--- config.mk ---
export PLATFORM = sky130hd
export DESIGN_NAME = l15_amo_requester
export DESIGN_NICKNAME = d
export VERILOG_FILES = /design/src/rtl/l15_amo_requester_pkg.sv /design/src/rtl/l15_amo_lane_fmt.sv /design/src/rtl/l15_amo_requester.sv
export SDC_FILE = /design/constraint.sdc
export NUM_CORES = 1
export LEC_CHECK = 0
export ABC_CLOCK_PERIOD_IN_PS = 3800
export BUFFER_PORTS_ARGS = -buffer_cell sky130_fd_sc_hd__buf_4
export CORE_MARGIN = 2
export CORE_UTILIZATION = 41
export DETAILED_ROUTE_END_ITERATION = 10
export PLACE_DENSITY = 0.73
export SLEW_MARGIN = 10
export SYNTH_ARGS = -nofsm -noshare
export SYNTH_HDL_FRONTEND = slang
export SYNTH_SLANG_ARGS = --single-unit
--- constraint.sdc ---
create_clock -name clk -period 3.8 [get_ports clk]
set_clock_uncertainty 0.2 [all_clocks]
set_input_delay 0.95 -clock clk [delete_from_list [all_inputs] [get_ports clk]]
set_output_delay 0.95 -clock clk [all_outputs]
set_load 0.02 [all_outputs]
--- src/rtl/l15_amo_requester_pkg.sv ---
// Shared encodings for the L1.5 AMO requester: opcode/size codes, line
// geometry, FSM state encoding and small byte-lane helpers.
package l15_amo_requester_pkg;

    localparam int L2_AMO_ALU_OP_WIDTH     = 4;
    localparam int PHY_ADDR_WIDTH          = 40;
    localparam int MSG_DATA_SIZE_WIDTH     = 3;
    localparam int L2_DATA_DATA_WIDTH      = 128;
    localparam int L2_DATA_DATA_WIDTH_LOG2 = 7;

    localparam logic [L2_AMO_ALU_OP_WIDTH-1:0] L2_AMO_ALU_OP_NOP  = 4'd0;
    localparam logic [L2_AMO_ALU_OP_WIDTH-1:0] L2_AMO_ALU_OP_ADD  = 4'd1;
    localparam logic [L2_AMO_ALU_OP_WIDTH-1:0] L2_AMO_ALU_OP_AND  = 4'd2;
    localparam logic [L2_AMO_ALU_OP_WIDTH-1:0] L2_AMO_ALU_OP_OR   = 4'd3;
    localparam logic [L2_AMO_ALU_OP_WIDTH-1:0] L2_AMO_ALU_OP_XOR  = 4'd4;
    localparam logic [L2_AMO_ALU_OP_WIDTH-1:0] L2_AMO_ALU_OP_MAX  = 4'd5;
    localparam logic [L2_AMO_ALU_OP_WIDTH-1:0] L2_AMO_ALU_OP_MAXU = 4'd6;
    localparam logic [L2_AMO_ALU_OP_WIDTH-1:0] L2_AMO_ALU_OP_MIN  = 4'd7;
    localparam logic [L2_AMO_ALU_OP_WIDTH-1:0] L2_AMO_ALU_OP_MINU = 4'd8;
    localparam logic [L2_AMO_ALU_OP_WIDTH-1:0] L2_AMO_ALU_OP_SWAP = 4'd9;

    localparam logic [MSG_DATA_SIZE_WIDTH-1:0] MSG_DATA_SIZE_0B = 3'd0;
    localparam logic [MSG_DATA_SIZE_WIDTH-1:0] MSG_DATA_SIZE_1B = 3'd1;
    localparam logic [MSG_DATA_SIZE_WIDTH-1:0] MSG_DATA_SIZE_2B = 3'd2;
    localparam logic [MSG_DATA_SIZE_WIDTH-1:0] MSG_DATA_SIZE_4B = 3'd3;
    localparam logic [MSG_DATA_SIZE_WIDTH-1:0] MSG_DATA_SIZE_8B = 3'd4;

    typedef enum logic [1:0] {
        L15_AMO_REQ_ST_IDLE  = 2'd0,
        L15_AMO_REQ_ST_ISSUE = 2'd1,
        L15_AMO_REQ_ST_WAIT  = 2'd2,
        L15_AMO_REQ_ST_RESP  = 2'd3
    } l15_amo_req_st_e;

    // Access width in bytes; 0 flags an unsupported size code.
    function automatic logic [3:0] size_bytes(input logic [MSG_DATA_SIZE_WIDTH-1:0] sz);
        case (sz)
            MSG_DATA_SIZE_1B: size_bytes = 4'd1;
            MSG_DATA_SIZE_2B: size_bytes = 4'd2;
            MSG_DATA_SIZE_4B: size_bytes = 4'd4;
            MSG_DATA_SIZE_8B: size_bytes = 4'd8;
            default:          size_bytes = 4'd0;
        endcase
    endfunction

    // Misaligned address or unsupported size: the request never reaches the NoC.
    function automatic logic req_err(input logic [2:0] a, input logic [MSG_DATA_SIZE_WIDTH-1:0] sz);
        case (sz)
            MSG_DATA_SIZE_1B: req_err = 1'b0;
            MSG_DATA_SIZE_2B: req_err = a[0];
            MSG_DATA_SIZE_4B: req_err = |a[1:0];
            MSG_DATA_SIZE_8B: req_err = |a;
            default:          req_err = 1'b1;
        endcase
    endfunction

    function automatic logic [63:0] bswap64(input logic [63:0] d);
        for (int i = 0; i < 8; i++) bswap64[8*i +: 8] = d[8*(7-i) +: 8];
    endfunction

endpackage

--- src/rtl/l15_amo_lane_fmt.sv ---
// Combinational lane formatter between a right-justified core operand and an
// L2 data line. UNPACK=0 places the operand in its dword lane (line out);
// UNPACK=1 pulls the addressed field out of a line and sign-extends it.
module l15_amo_lane_fmt
    import l15_amo_requester_pkg::*;
#(
    parameter bit SWAP_ENDIANESS = 1'b1,
    parameter int LINE_WIDTH     = L2_DATA_DATA_WIDTH,
    parameter bit UNPACK         = 1'b0,
    parameter int OFF_W          = $clog2(LINE_WIDTH) - 3,
    parameter int IN_W           = UNPACK ? LINE_WIDTH : 64,
    parameter int OUT_W          = UNPACK ? 64 : LINE_WIDTH
) (
    input  logic [OFF_W-1:0]               off_i,
    input  logic [MSG_DATA_SIZE_WIDTH-1:0] size_i,
    input  logic [IN_W-1:0]                data_i,
    output logic [OUT_W-1:0]               data_o
);
    logic [2:0]  k;
    logic [3:0]  nb;
    int unsigned d;

    assign k  = off_i[2:0];
    assign nb = size_bytes(size_i);
    assign d  = int'(off_i >> 3);

    if (!UNPACK) begin : g_pack
        logic [63:0] dw;
        // Drop the operand bytes at byte offset k of dword d, optionally byte-reversed.
        always_comb begin
            dw = '0;
            for (int b = 0; b < 8; b++)
                if (b >= int'(k) && b < int'(k) + int'(nb))
                    dw[8*b +: 8] = data_i[8*(b - int'(k)) +: 8];
            if (SWAP_ENDIANESS) dw = bswap64(dw);
            data_o = '0;
            data_o[64*d +: 64] = dw;
        end
    end else begin : g_unpack
        logic [63:0] dw;
        logic [63:0] v;
        logic        sgn;
        // Select dword d, undo the byte order, shift the field down and sign-extend.
        always_comb begin
            dw = data_i[64*d +: 64];
            if (SWAP_ENDIANESS) dw = bswap64(dw);
            v   = dw >> {k, 3'b000};
            sgn = 1'b0;
            if (nb != 4'd0) sgn = v[8*int'(nb) - 1];
            data_o = '0;
            for (int b = 0; b < 8; b++)
                data_o[8*b +: 8] = (b < int'(nb)) ? v[8*b +: 8] : {8{sgn}};
        end
    end

endmodule

--- src/rtl/l15_amo_requester.sv ---
// Core-side AMO initiator: accepts one atomic from the core, formats the
// operand into the L2 line layout, issues it, waits for the old line and
// returns the sign-extended old value (or an error) to the core.
module l15_amo_requester
    import l15_amo_requester_pkg::*;
#(
    parameter bit SWAP_ENDIANESS = 1'b1,
    parameter int LINE_WIDTH     = L2_DATA_DATA_WIDTH,
    parameter int TIMEOUT_CYCLES = 1024
) (
    input  logic                           clk,
    input  logic                           rst,
    input  logic                           core_req_val_i,
    output logic                           core_req_rdy_o,
    input  logic [L2_AMO_ALU_OP_WIDTH-1:0] core_req_op_i,
    input  logic [PHY_ADDR_WIDTH-1:0]      core_req_addr_i,
    input  logic [MSG_DATA_SIZE_WIDTH-1:0] core_req_size_i,
    input  logic [63:0]                    core_req_data_i,
    output logic                           noc_req_val_o,
    input  logic                           noc_req_rdy_i,
    output logic [L2_AMO_ALU_OP_WIDTH-1:0] noc_req_op_o,
    output logic [PHY_ADDR_WIDTH-1:0]      noc_req_addr_o,
    output logic [MSG_DATA_SIZE_WIDTH-1:0] noc_req_size_o,
    output logic [LINE_WIDTH-1:0]          noc_req_data_o,
    input  logic                           noc_resp_val_i,
    input  logic [LINE_WIDTH-1:0]          noc_resp_data_i,
    output logic                           core_resp_val_o,
    input  logic                           core_resp_rdy_i,
    output logic [63:0]                    core_resp_data_o,
    output logic                           core_resp_err_o
);
    localparam int OFF_W = $clog2(LINE_WIDTH) - 3;
    localparam int CNT_W = (TIMEOUT_CYCLES > 0) ? $clog2(TIMEOUT_CYCLES + 1) : 1;
    localparam logic [CNT_W-1:0] CNT_MAX  = CNT_W'(TIMEOUT_CYCLES);
    localparam logic [CNT_W-1:0] CNT_LAST = CNT_W'(TIMEOUT_CYCLES - 1);

    l15_amo_req_st_e state_q, state_d;
    logic [L2_AMO_ALU_OP_WIDTH-1:0] op_q;
    logic [PHY_ADDR_WIDTH-1:0]      addr_q;
    logic [MSG_DATA_SIZE_WIDTH-1:0] size_q;
    logic [LINE_WIDTH-1:0]          line_q;
    logic [63:0]                    rdata_q;
    logic                           err_q;
    logic [CNT_W-1:0]               cnt_q, cnt_d;

    logic                  req_bad;
    logic                  to_hit;
    logic [LINE_WIDTH-1:0] pack_line;
    logic [63:0]           unp_val;

    assign req_bad = req_err(core_req_addr_i[2:0], core_req_size_i);
    assign to_hit  = (TIMEOUT_CYCLES != 0) && (cnt_q == CNT_LAST);

    l15_amo_lane_fmt #(.SWAP_ENDIANESS(SWAP_ENDIANESS), .LINE_WIDTH(LINE_WIDTH), .UNPACK(1'b0)) u_pack (
        .off_i  (core_req_addr_i[OFF_W-1:0]),
        .size_i (core_req_size_i),
        .data_i (core_req_data_i),
        .data_o (pack_line)
    );

    l15_amo_lane_fmt #(.SWAP_ENDIANESS(SWAP_ENDIANESS), .LINE_WIDTH(LINE_WIDTH), .UNPACK(1'b1)) u_unpack (
        .off_i  (addr_q[OFF_W-1:0]),
        .size_i (size_q),
        .data_i (noc_resp_data_i),
        .data_o (unp_val)
    );

    // State register.
    always_ff @(posedge clk) begin
        if (rst) state_q <= L15_AMO_REQ_ST_IDLE;
        else     state_q <= state_d;
    end

    // Next state: errors short-circuit to RESP; a response beats a same-cycle timeout.
    always_comb begin
        state_d = state_q;
        unique case (state_q)
            L15_AMO_REQ_ST_IDLE:  if (core_req_val_i)
                                      state_d = req_bad ? L15_AMO_REQ_ST_RESP : L15_AMO_REQ_ST_ISSUE;
            L15_AMO_REQ_ST_ISSUE: if (noc_req_rdy_i) state_d = L15_AMO_REQ_ST_WAIT;
            L15_AMO_REQ_ST_WAIT:  if (noc_resp_val_i || to_hit) state_d = L15_AMO_REQ_ST_RESP;
            L15_AMO_REQ_ST_RESP:  if (core_resp_rdy_i) state_d = L15_AMO_REQ_ST_IDLE;
            default:              state_d = L15_AMO_REQ_ST_IDLE;
        endcase
    end

    // Handshake outputs decoded purely from state.
    always_comb begin
        core_req_rdy_o  = 1'b0;
        noc_req_val_o   = 1'b0;
        core_resp_val_o = 1'b0;
        unique case (state_q)
            L15_AMO_REQ_ST_IDLE:  core_req_rdy_o  = 1'b1;
            L15_AMO_REQ_ST_ISSUE: noc_req_val_o   = 1'b1;
            L15_AMO_REQ_ST_RESP:  core_resp_val_o = 1'b1;
            default: ;
        endcase
    end

    // Response-wait counter: cleared on issue, saturating while waiting.
    always_comb begin
        cnt_d = cnt_q;
        if (state_q == L15_AMO_REQ_ST_ISSUE && noc_req_rdy_i) cnt_d = '0;
        else if (state_q == L15_AMO_REQ_ST_WAIT && cnt_q != CNT_MAX) cnt_d = cnt_q + 1'b1;
    end

    // Counter register.
    always_ff @(posedge clk) begin
        if (rst) cnt_q <= '0;
        else     cnt_q <= cnt_d;
    end

    // Request fields and formatted line latched on accept; result latched on response/timeout.
    always_ff @(posedge clk) begin
        if (rst) begin
            op_q    <= '0;
            addr_q  <= '0;
            size_q  <= '0;
            line_q  <= '0;
            rdata_q <= '0;
            err_q   <= 1'b0;
        end else if (state_q == L15_AMO_REQ_ST_IDLE && core_req_val_i) begin
            op_q    <= core_req_op_i;
            addr_q  <= core_req_addr_i;
            size_q  <= core_req_size_i;
            line_q  <= req_bad ? '0 : pack_line;
            rdata_q <= '0;
            err_q   <= req_bad;
        end else if (state_q == L15_AMO_REQ_ST_WAIT) begin
            if (noc_resp_val_i) begin
                rdata_q <= unp_val;
                err_q   <= 1'b0;
            end else if (to_hit) begin
                rdata_q <= '0;
                err_q   <= 1'b1;
            end
        end
    end

    assign noc_req_op_o     = op_q;
    assign noc_req_addr_o   = addr_q;
    assign noc_req_size_o   = size_q;
    assign noc_req_data_o   = line_q;
    assign core_resp_data_o = rdata_q;
    assign core_resp_err_o  = err_q;

endmodule
==> impl_metrics.json <==
{
  "outcome": "completed",
  "finish.cell_count_without_fillers": 2348,
  "finalCoreUtilization": 0.567,
  "critical_path.reg2reg.startpoint": "noc_req_size_o[0]",
  "dominant_register_cell_in_the_synthesized_netlist": "sky130_fd_sc_hd__dfxtp_1",
  "drt_first_iter_violations": 1328,
  "num_rows": 67,
  "tritoncts.num_buffers": 29,
  "ctsRootBufferMaster": "sky130_fd_sc_hd__clkbuf_16",
  "met1_length_um": 20100,
  "cpMaxStageDelayCell": "sky130_fd_sc_hd__nor3_2",
  "die_w_um": 188,
  "routed-wl-met3_um": 5730,
  "crit_required_ns": 4.06,
  "chipHeight_um": 188,
  "count_of_vias_placed_by_the_detailed_router": 13600,
  "totalWireLength_um": 52500,
  "main_combinational_cell_family_by_area_after_synthesis": "multiplexers",
  "dp_cells": 2290,
  "clk_latency_ns": 0.55,
  "timing.setup.critical_path_class": "in2reg",
  "leakagePower_nw": 8.07,
  "drcViolationCount": 0,
  "yosys_register_bits": 253,
  "synth_enable_flop_cells": 0,
  "avgViaCountPerCell": 5.80,
  "drt-pass1-iter-count": 5,
  "met2_wirelength_um": 24100,
  "pnr_total_power_mw": 8.68,
  "ir_worst_vdd_mv": 0.334,
  "synth.mux.area_fraction": 0.263,
  "dp.final_hpwl_um": 40900,
  "min_from": "noc_req_data_o[55]",
  "wl_per_instance_um": 22.4,
  "nFillCells": 2916,
  "period_share": 0.907,
  "r2r_slack_ns": 0.52,
  "pin_count": 488,
  "timing.hold.worst_path_depth": 2,
  "area.sequential_um2": 5070,
  "synthesis.yosys.warnings": 0,
  "drv.max_cap_violation_count": 0,
  "crit-reg2reg-capture": "core_resp_data_o[57]",
  "start_kind": "input port",
  "worstHoldEndpoint": "noc_req_data_o[55]",
  "clock_tree.htree_level_count": 1,
  "grt_pass1_vias": 13200,
  "yosys.area_share.adder": 0.0232,
  "fp.dieArea_um2": 35200,
  "area_delta_synth_final_pct": 36.8,
  "hold_viol": 0,
  "antenna_violating_nets_remaining": 0,
  "sequence_of_cells_on_the_critical_path": "buf_4, inv_1, ha_1, ha_1, nand2_1, and2_1, nor3_2, nand2_1, o21ai_0",
  "synth-async-reset-ratio": 0,
  "sequential_to_total_area_share_from_yosys_stat": 0.366,
  "reg2regPathDepth": 8,
  "timing.max_slew.rel_slack": 0.176,
  "mappedNetlistArea_um2": 13800,
  "crit_fanout": 13,
  "wire_length_of_the_first_global_routing_pass_um": 77900,
  "grt_start_max_net_pins": 67,
  "power_density_relative_to_cell_area_nw_per_um2": 459,
  "port-buffer-count": 487,
  "critPathArrivalTime_ns": 3.71,
  "post_cts_buffers": 0,
  "clock.fmax_mhz": 290,
  "final_max_slew_violation_count": 0,
  "nNetsFinal": 2143,
  "post_layout_minimum_cycle_time_ns": 3.45,
  "hold_path.class": "reg2reg",
  "holdWs_ns": 0.252,
  "overall_track_demand_over_capacity_in_global_routing": 0.283,
  "cts_resized": 0,
  "slew_at_the_pin_closest_to_its_max_slew_limit_ns": 1.23,
  "synthesis.nets": 1700,
  "area_share_of_and_or_nand_nor_cells_after_synthesis": 0.133,
  "grt_antenna_before_repair": 3,
  "setup_viol_count_final": 0,
  "ctsHoldBuffers": 0,
  "drive_gt1_frac": 0.390,
  "syn-instance-count": 1430,
  "maxUsedRoutingLayer": "met4",
  "routabilityCongestion": 0.913,
  "cts_sinks": 253,
  "multi_input_area_um2": 8220,
  "initial_utilization": 0.414,
  "grt_setup_unrepaired": "no",
  "cp-end-kind": "flop",
  "complex_gate_fraction_of_the_synthesized_area": 0.167,
  "cts_tree": "built",
  "cts.clk_slew.worst_paths_ns": 0.06,
  "synth_xor_area_frac": 0.00570,
  "grt-ovfl-total": 0,
  "coreArea_um2": 33400,
  "synth_area_per_cell_um2": 9.67,
  "timing.critical_path.slowest_cell_delay_ns": 0.98,
  "synth.distinct_cells": 61,
  "clock_tree.buffer_depth": 3
}
## Yosys cell counts, drive strengths merged (8+ instances only)
library cell / n / area [um^2]
mux2i: 59 / 591
inv: 29 / 109
nand3: 13 / 65.1
nor2: 52 / 195
buf: 40 / 203
a21o: 16 / 120
nand2: 316 / 1190
o22ai: 8 / 50.1
nor3: 14 / 75.1
a21oi: 77 / 385
clkbuf: 67 / 253
dfxtp: 253 / 5060
o21ai: 125 / 626
nor2b: 9 / 56.3
a222oi: 8 / 80.1
a221o: 33 / 330
a22oi: 24 / 180
a22o: 34 / 298
ha: 24 / 300
mux2: 41 / 462
mux4: 115 / 2590
## metrics by stage
stage	worst slack (ns)	area, um^2	TNS (ns)
floorplan	0.0964	13800	0
global placement	0.0504	17900	0
detailed placement	-0.128	17900	-0.863
CTS	0.434	18900	0
global route	0.228	18900	0
finish	0.355	18900	0
## critical path: cells and delay by family
kind | cells | cell delay (ns)
buf+inv | 2 | 0.28
fa+ha+maj | 2 | 0.38
simple gates | 4 | 1.77
compound gates | 1 | 0.31
## report_power, final
| part | total (mW) | internal (mW) | switching [mW] |
|---|---|---|---|
| clock network | 2.94 | 1.81 | 1.13 |
| registers | 2.93 | 2.79 | 0.132 |
| logic | 2.81 | 1.16 | 1.65 |
## cells in the final DEF, fill, tap and decap left out, types with 28 or more instances in the layout
master                      Yosys  routed
sky130_fd_sc_hd__a22o_1        34      34
sky130_fd_sc_hd__mux2i_1       59      59
sky130_fd_sc_hd__o21ai_0      124     124
sky130_fd_sc_hd__dfxtp_1      253     250
sky130_fd_sc_hd__nand2_1      316     315
sky130_fd_sc_hd__buf_4          0     516
sky130_fd_sc_hd__nor2_1        52      52
sky130_fd_sc_hd__clkbuf_16      0      29
sky130_fd_sc_hd__a221o_1       33      33
sky130_fd_sc_hd__inv_1         28      28
sky130_fd_sc_hd__a21oi_1       77      76
sky130_fd_sc_hd__mux4_2       115     115
sky130_fd_sc_hd__mux2_2        41      41
## flip-flops by register name (all words and copies together), names as in the netlist
| name | flops |
|---|---|
| noc_req_data_o | 128 |
| cnt_q | 11 |
| core_resp_err_o | 1 |
| noc_req_addr_o | 40 |
| core_resp_data_o | 64 |
| noc_req_op_o | 4 |
| state_q | 2 |
| noc_req_size_o | 3 |
## layer usage
metal / global-route usage / up-vias
li1: - / 6170
met1: 0.356 / 6510
met2: 0.446 / 800
met3: 0.0825 / 143
met4: 0.137 / 0
met5: 0 / -
## how the worst max path moves through the flow
stage                                  start                 end  slack [ns]  cells past startpoint
after floorplan           core_req_addr_i[1]  noc_req_data_o[76]         0.1                     11
after global placement    core_req_addr_i[1]  noc_req_data_o[24]        0.05                      9
after detailed placement  core_req_addr_i[1]  noc_req_data_o[31]       -0.13                      9
after CTS                 core_req_addr_i[1]  noc_req_data_o[31]        0.43                      9
after global routing      core_req_addr_i[1]  noc_req_data_o[29]        0.23                      9
final                     core_req_addr_i[1]  noc_req_data_o[31]        0.35                      9
## cells by family (layout without fill, tap and decap cells)
logic type / after synthesis / count (layout)
DFF: 253 / 253
xor gates and xnor gates: 9 / 9
other: 0 / 4
adders and majority gates: 25 / 25
buffers and inverters: 137 / 603
muxes: 215 / 215
AOI/OAI and AO/OA: 350 / 350
and+or+nand+nor: 441 / 441
## cell type report
cell class / instances / area share
Multi-Input combinational cell: 1040 / 0.434
Sequential cell: 253 / 0.268
Timing Repair Buffer: 519 / 0.208
Clock buffer: 43 / 0.0448
Tap cell: 448 / 0.0296
Clock inverter: 11 / 0.00866
Inverter: 30 / 0.00595
Antenna cell: 4 / 0.000529
Power figures use the tool's default switching activity.
